`config.mk`:
```
export PLATFORM = sky130hd
export DESIGN_NAME = binary_multiplier_4x3
export DESIGN_NICKNAME = d
export VERILOG_FILES = /design/src/rtl/binary_multiplier_4x3.sv
export SDC_FILE = /design/constraint.sdc
export NUM_CORES = 1
export LEC_CHECK = 0
export BUFFER_PORTS_ARGS = -buffer_cell sky130_fd_sc_hd__buf_2
export CAP_MARGIN = 20
export CORE_AREA = 2 2 39 41
export CTS_BUF_LIST = sky130_fd_sc_hd__clkbuf_16
export CTS_CLUSTER_DIAMETER = 60
export DETAILED_ROUTE_END_ITERATION = 10
export DIE_AREA = 0 0 41 43
export PLACE_DENSITY_LB_ADDON = 0.25
export SKIP_CTS_REPAIR_TIMING = 1
export SLEW_MARGIN = 10
export SYNTH_ARGS = -nofsm -noshare
export SYNTH_HDL_FRONTEND = slang
export SYNTH_SLANG_ARGS = --single-unit
```
`constraint.sdc`:
```
create_clock -name clk -period 0.9 [get_ports clk]
set_input_delay 0.09 -clock clk [delete_from_list [all_inputs] [get_ports clk]]
set_output_delay 0.09 -clock clk [all_outputs]
set_load 0.02 [all_outputs]
```
`src/rtl/binary_multiplier_4x3.sv`:
```
// Unsigned 4x3 array multiplier: AND partial products reduced by two ripple
// rows of half/full adder cells, product registered once at the output.

module ha_cell (
    input  logic a,
    input  logic b,
    output logic s,
    output logic co
);
    assign s  = a ^ b;
    assign co = a & b;
endmodule

module fa_cell (
    input  logic a,
    input  logic b,
    input  logic ci,
    output logic s,
    output logic co
);
    assign s  = a ^ b ^ ci;
    assign co = (a & b) | (ci & (a ^ b));
endmodule

// Handshake: valid-only, no backpressure. in_valid high at a rising edge
// captures C*D into M and raises out_valid for exactly the following cycle;
// in_valid low keeps M and drops out_valid.
module binary_multiplier_4x3 (
    input  logic       clk,
    input  logic       rst_n,
    input  logic       in_valid,
    input  logic [3:0] C,
    input  logic [2:0] D,
    output logic [6:0] M,
    output logic       out_valid
);
    logic [3:0] pp [0:2];
    logic [3:0] row1_a;
    logic [3:0] row1_s;
    logic [4:1] row1_c;
    logic [4:0] row1;
    logic [3:0] row2_a;
    logic [3:0] row2_s;
    logic [4:1] row2_c;
    logic [6:0] product;

    genvar i, j;
    generate
        for (j = 0; j < 3; j++) begin : g_pp
            assign pp[j] = C & {4{D[j]}};
        end
    endgenerate

    // Row 1: pp[0] shifted down by one against pp[1]; top slot of pp[0] is empty.
    assign row1_a = {1'b0, pp[0][3:1]};

    ha_cell u_r1_ha (
        .a  (row1_a[0]),
        .b  (pp[1][0]),
        .s  (row1_s[0]),
        .co (row1_c[1])
    );

    generate
        for (i = 1; i < 4; i++) begin : g_row1
            fa_cell u_fa (
                .a  (row1_a[i]),
                .b  (pp[1][i]),
                .ci (row1_c[i]),
                .s  (row1_s[i]),
                .co (row1_c[i+1])
            );
        end
    endgenerate

    assign row1 = {row1_c[4], row1_s};

    // Row 2: row-1 bits above its LSB against pp[2].
    assign row2_a = row1[4:1];

    ha_cell u_r2_ha (
        .a  (row2_a[0]),
        .b  (pp[2][0]),
        .s  (row2_s[0]),
        .co (row2_c[1])
    );

    generate
        for (i = 1; i < 4; i++) begin : g_row2
            fa_cell u_fa (
                .a  (row2_a[i]),
                .b  (pp[2][i]),
                .ci (row2_c[i]),
                .s  (row2_s[i]),
                .co (row2_c[i+1])
            );
        end
    endgenerate

    assign product = {row2_c[4], row2_s, row1[0], pp[0][0]};

    always_ff @(posedge clk or negedge rst_n) begin
        if (!rst_n) begin
            M         <= 7'd0;
            out_valid <= 1'b0;
        end else begin
            out_valid <= in_valid;
            if (in_valid) begin
                M <= product;
            end
        end
    end
endmodule

```
==> summary.txt, run 1 <==
CTS
  – Total clock buffers created by CTS: 3
  – Clock tree sinks: 8
  – Worst-Skew Late Latency: 0.23 ns
  – CTS HTree Levels: 1
  – Clock buffer depth: 2
  – CTS tree: yes
  – Reg clk slew, reported paths: 0.04 ns
  – Root buf cell: clkbuf_16

Global route
  – Largest net degree at the start of global routing: 9
  – Vias in the first global route: 397
  – Remaining global-route overflow: 0
  – First-pass GRT wire length: 1.55 mm
  – Initial antenna violation count: 0
  – GRT Total Usage: 0.138

Yosys
  – EDFF count, synth: 0
  – Ys Warns: 0
  – Synth area leaders: dfrtp_1 39%, fa_1 19%, ha_1 7.3%
  – Synth top cells by count: 10 x inv_1, 8 x dfrtp_1, 7 x nand2_1
  – Share of the synthesized area in the top cell type: 0.387
  – Post-synth top flop: dfrtp_1
  – Largest area contributor in the netlist: dfrtp_1
  – Asr flop ratio synth: 1.00
  – Sequential fraction of the synthesis area: 0.387
  – Yosys cell types: 13
  – Syn Inst Count: 47
  – Syn Nets: 65
  – Synth Cell Area: 517 um2
  – Mean Syn Cell Area: 11.0 um2
  – Most common cell in the netlist: inv_1
  – Register bit total from synthesis: 8

Pwr
  – Internal power: 1.18 mW
  – NetSw: 402 uW
  – Worst vdd ir: 1.30 mV
  – Overall power: 1.59 mW
  – Switching fraction of total power: 0.254
  – Sequential share of power: 0.284
  – Pwr Density: 1930 nW/um2
  – Clock power frac: 0.460
  – P_leak: 0.411 nW
  – Combinational share of power: 0.255

Setup path
  – CP Max Fanout: 2
  – Slowest CP cell: fa_1
  – Arrival time at the worst endpoint: 2.47 ns
  – Delay-heaviest family, CP: adder cells
  – Crit end category: register
  – Worst path bufs/invs: 2
  – CP most frequent cell: fa_2
  – Max incr delay on CP: 0.49 ns
  – Crit path launch type: primary input
  – CP required: 1.01 ns
  – Setup CP Type: in2reg
  – Critical-path cell list: buf_6 > and2_4 > ha_4 > inv_2 > fa_2 > fa_1 > fa_2 > fa_2 > fa_1 > mux2i_1

Run
  – Max_cap viols: 0

Final layout
  – Fin nets: 95
  – Multi-input gate area: 309 um2
  – Share of post-route cells with drive strength above 1: 0.533
  – Layout Cells excl Fill: 91
  – Area growth syn-to-layout: 59.1%
  – Final Core Density: 0.594
  – N_diodes: 0
  – Reg area: 200 um2
  – Fill cells: 116

Die
  – Starting Density: 0.373
  – Die Wd: 41 um
  – Ports: 18
  – Core ar.: 1380 um2
  – Die area: 1760 um2
  – Die Ht: 43 um
  – Rows: 14

STA
  – Worst setup margin: -1.46 ns
  – Fin. Hold Viols: 0
  – # setup viols final: 5
  – Final period util: 2.62
  – Setup Skew: 0 ns
  – Measured slew at the worst slew-check pin: 0.136 ns
  – Hold Slack: 0.0758 ns
  – Final slew viol count: 0
  – Slew Limit Headroom: 0.907
  – Unrepaired setup endpoints after global routing: yes
  – Minimum clock period: 2.36 ns
  – Peak Freq: 424 MHz

Drt
  – Final WL: 996 um
  – Routed metal-1 wire length: 369 um
  – Wirelength per Cell: 10.9 um
  – Drc violations: 0
  – Routed wl met2: 559 um
  – Detailed Routing Iterations Pass 1: 1
  – DR WL met3: 55 um
  – DRT antenna net count: 0
  – Via count: 397
  – Drt initial violations: 0
  – Top sig layer: met4
  – Vias per inst: 4.36

Outcome
  – Outcome: complete, but fails checks
  – Failing checks: negative setup slack

Hold path
  – Min-delay worst type: in2reg

Placed design
  – Detailed placement HPWL: 841 um
  – Gpl congestion: 0.721
  – Pre-CTS setup slack: -1.76 ns
  – IO buf count: 17
  – Inst Count DP: 87
cell families after synthesis:
group	count (synthesis)	share of synthesized area
muxes	5	0.116
DFF	8	0.387
AOI/OAI and AO/OA	2	0.0194
and+or+nand+nor	13	0.116
adders and majority gates	8	0.266
buffers and inverters	11	0.0944
final timing paths:
check | depth (start not counted) | to | from | slack [ns]
max | 10 | M[5] | D[0] | -1.46
min | 1 | out_valid | in_valid | 0.08
max in group asynchronous | 2 | M[4] | rst_n | 0.50
min in group asynchronous | 2 | out_valid | rst_n | 0.24
min reg2reg | 1 | M[1] | M[1] | 0.50
max reg2reg | 1 | M[2] | M[2] | 0.14
metal layers:
| metal | vias to the layer above | GRT usage |
|---|---|---|
| li1 | 199 | - |
| met2 | 9 | 0.238 |
| met3 | 2 | 0.0628 |
| met5 | - | 0 |
| met1 | 187 | 0.139 |
| met4 | 0 | 0.0400 |
power groups by stage:
| stage | clock network (mW) | registers [mW] | logic (mW) |
|---|---|---|---|
| after floorplan | 0 | 0.534 | 0.148 |
| after global placement | 0 | 0.454 | 0.371 |
| after detailed placement | 0 | 0.456 | 0.378 |
| after CTS | 0.745 | 0.453 | 0.386 |
| after global routing | 0.756 | 0.460 | 0.446 |
| final | 0.730 | 0.451 | 0.405 |
registers in the layout, indices dropped and copies added, names as in the netlist:
signal,count
out_valid,1
M,7
through the flow:
stage	setup TNS (ns)	cell area [um2]
6_report	-5.26	822
5_1_grt	-5.60	822
4_1_cts	-5.62	771
3_5_place_dp	-6.83	696
3_3_place_gp	-6.72	696
2_1_floorplan	-6.00	542
cell usage in the layout, fill, tap and decap left out:
cell type / synthesis / final
ha_1: 3 / 1
mux2_4: 2 / 2
inv_2: 0 / 2
a21oi_2: 0 / 1
nand3_1: 1 / 1
inv_1: 10 / 8
and2_4: 0 / 2
clkbuf_16: 0 / 3
o21ai_0: 1 / 1
dlygate4sd3_1: 0 / 1
nor2_1: 1 / 1
dfrtp_1: 8 / 8
buf_2: 0 / 13
mux2i_1: 3 / 3
fa_1: 5 / 2
ha_4: 0 / 2
buf_6: 1 / 4
nand2_1: 7 / 7
buf_4: 0 / 8
fa_2: 0 / 3
and2_1: 4 / 2
area by class of cell:
class | count | area share
multi-input combinational | 28 | 0.376
sequential | 8 | 0.244
timing repair buffer | 26 | 0.219
clock buffer | 3 | 0.0913
inverter | 10 | 0.0457
tap | 16 | 0.0244
(Power assumes the default switching activity.)
==> run 2: changes to the inputs <==
Settings changed: SETUP_SLACK_MARGIN from default to 0.05.
==> summary.txt, run 2 (same netlist as run 1, synthesis figures left out) <==
Setup path
  – CP required: 1.01 ns (about the same)
  – CP Max Fanout: 2 (unchanged)
  – Worst path bufs/invs: 2 (unchanged)
  – Critical path destination: M[5]
  – Setup CP Type: in2reg
  – Crit end category: register
  – Critical Path Start: D[0]
  – Slowest CP cell: fa_1
  – Max incr delay on CP: 0.49 ns (about the same)
  – CP Depth: 10 (unchanged)
  – Worst r2r path cells: 1 (unchanged)
  – CP most frequent cell: fa_2
  – Delay-heaviest family, CP: adder cells
  – FF-to-FF setup slack: 0.12 ns (-0.02 ns)
  – Worst reg2reg startpoint: M[2]
  – Arrival time at the worst endpoint: 2.47 ns (about the same)
  – Crit path launch type: primary input
  – Capturing point of the worst reg2reg path: M[2]
  – Critical-path cell list: buf_6 > and2_4 > ha_4 > inv_2 > fa_2 > fa_1 > fa_2 > fa_2 > fa_1 > mux2i_1

Global route
  – Vias in the first global route: 397 (unchanged)
  – Initial antenna violation count: 0 (unchanged)
  – GRT Total Usage: 0.138 (unchanged)
  – First-pass GRT wire length: 1.55 mm (unchanged)
  – Largest net degree at the start of global routing: 9 (unchanged)
  – Remaining global-route overflow: 0 (unchanged)

Die
  – Die area: 1760 um2 (unchanged)
  – Starting Density: 0.373 (unchanged)
  – Rows: 14 (unchanged)
  – Die Ht: 43 um (unchanged)
  – Core ar.: 1380 um2 (unchanged)
  – Ports: 18 (unchanged)
  – Die Wd: 41 um (unchanged)

Drt
  – Drc violations: 0 (unchanged)
  – DRT antenna net count: 0 (unchanged)
  – Wirelength per Cell: 11.0 um (+0.70%)
  – Drt initial violations: 0 (unchanged)
  – Detailed Routing Iterations Pass 1: 1 (unchanged)
  – Via count: 405 (+2.0%)
  – Final WL: 1.03 mm (+2.9%)
  – Vias per inst: 4.35 (-0.18%)

Hold path
  – Min-delay worst type: in2reg

Placed design
  – Gpl congestion: 0.721 (unchanged)
  – IO buf count: 17 (unchanged)
  – Inst Count DP: 87 (unchanged)
  – Detailed placement HPWL: 841 um (unchanged)
  – Pre-CTS setup slack: -1.76 ns (unchanged)
  – Placement Cell Area: 696 um2 (unchanged)

CTS
  – Clock tree sinks: 8 (unchanged)
  – Worst-Skew Late Latency: 0.23 ns (about the same)
  – Clock buffer depth: 2 (unchanged)
  – Root buf cell: clkbuf_16
  – CTS HTree Levels: 1 (unchanged)
  – Total clock buffers created by CTS: 3 (unchanged)
  – CTS tree: yes
  – Reg clk slew, reported paths: 0.04 ns (about the same)

Final layout
  – N_diodes: 0 (unchanged)
  – Largest regs: M: 7 flops, out_valid: 1 flops
  – Fin nets: 97 (+2.1%)
  – Commonest non-fill, non-tap cell in the layout: buf_4
  – Most flops, register: M
  – Fill cells: 116 (unchanged)
  – Fin area: 877 um2 (+6.7%)
  – Most frequent cells in the layout: 11 x buf_4, 10 x buf_6, 8 x dfrtp_1, 8 x inv_1, 7 x nand2_1
  – Share of post-route cells with drive strength above 1: 0.545 (+0.0121)
  – Layout Cells excl Fill: 93 (+2.2%)
  – Max FFs per register: 7 (unchanged)
  – Area growth syn-to-layout: 69.7%

STA
  – Fin. Hold Viols: 0 (unchanged)
  – # setup viols final: 5 (unchanged)
  – Final slew viol count: 0 (unchanged)
  – Minimum clock period: 2.36 ns (+0.000280 ns)
  – Total negative slack: -5.26 ns (-0.0000900 ns)
  – Setup Skew: 0 ns (unchanged)
  – Worst setup margin: -1.46 ns (-0.000280 ns)
  – Peak Freq: 424 MHz (about the same)
  – Slew Limit Headroom: 0.905 (-0.00150)
  – Final period util: 2.62 (about the same)
  – Unrepaired setup endpoints after global routing: yes
  – Measured slew at the worst slew-check pin: 0.138 ns (+0.00219 ns)

Pwr
  – Worst vdd ir: 1.55 mV (+19%)
  – Pwr Density: 1930 nW/um2 (+0.21%)
  – Overall power: 1.70 mW (+6.9%)
  – P_leak: 0.431 nW (+5.0%)

Run
  – Max_cap viols: 0 (unchanged)

Outcome
  – Failing checks: negative setup slack
  – Outcome: complete, but fails checks
-- run 2: through the flow --
stage	hold WS, ns	util
4_1_cts	-0.301	0.557
3_5_place_dp	-0.0588	0.503
6_report	0.0767	0.634
5_1_grt	0.0822	0.634
2_1_floorplan	-0.206	-
3_3_place_gp	-0.0603	0.503
-- run 2: power by group --
| part | internal, mW | switching (mW) | leakage (nW) |
|---|---|---|---|
| clock | 0.571 | 0.159 | 0.0370 |
| sequential | 0.423 | 0.0394 | 0.0977 |
| combinational | 0.279 | 0.224 | 0.297 |
-- run 2: per-layer routing --
layer / routed length, um / part of all wire / vias to the layer above / track usage
li1: - / - / 204 / -
met1: 378 / 0.37 / 190 / 0.139
met2: 576 / 0.56 / 9 / 0.238
met3: 57 / 0.056 / 2 / 0.0628
met4: 12 / 0.012 / 0 / 0.0400
met5: 0 / 0 / - / 0
-- run 2: area by class of cell --
| type | instances | area, um2 | area share |
|---|---|---|---|
| clock buffer | 3 | 75.1 | 0.0856 |
| sequential | 8 | 200 | 0.228 |
| timing repair buffer | 28 | 235 | 0.268 |
| tap | 16 | 20.0 | 0.0228 |
| multi-input combinational | 28 | 309 | 0.352 |
| inverter | 10 | 37.5 | 0.0428 |
-- run 2: worst min path at each step --
stage                end     start  slack, ns  depth (start not counted)
2_1_floorplan       M[0]     rst_n      -0.21                          0
3_3_place_gp   out_valid     rst_n      -0.06                          1
3_5_place_dp        M[2]     rst_n      -0.06                          1
4_1_cts             M[2]     rst_n      -0.30                          1
5_1_grt        out_valid  in_valid       0.08                          1
6_report       out_valid  in_valid       0.08                          1
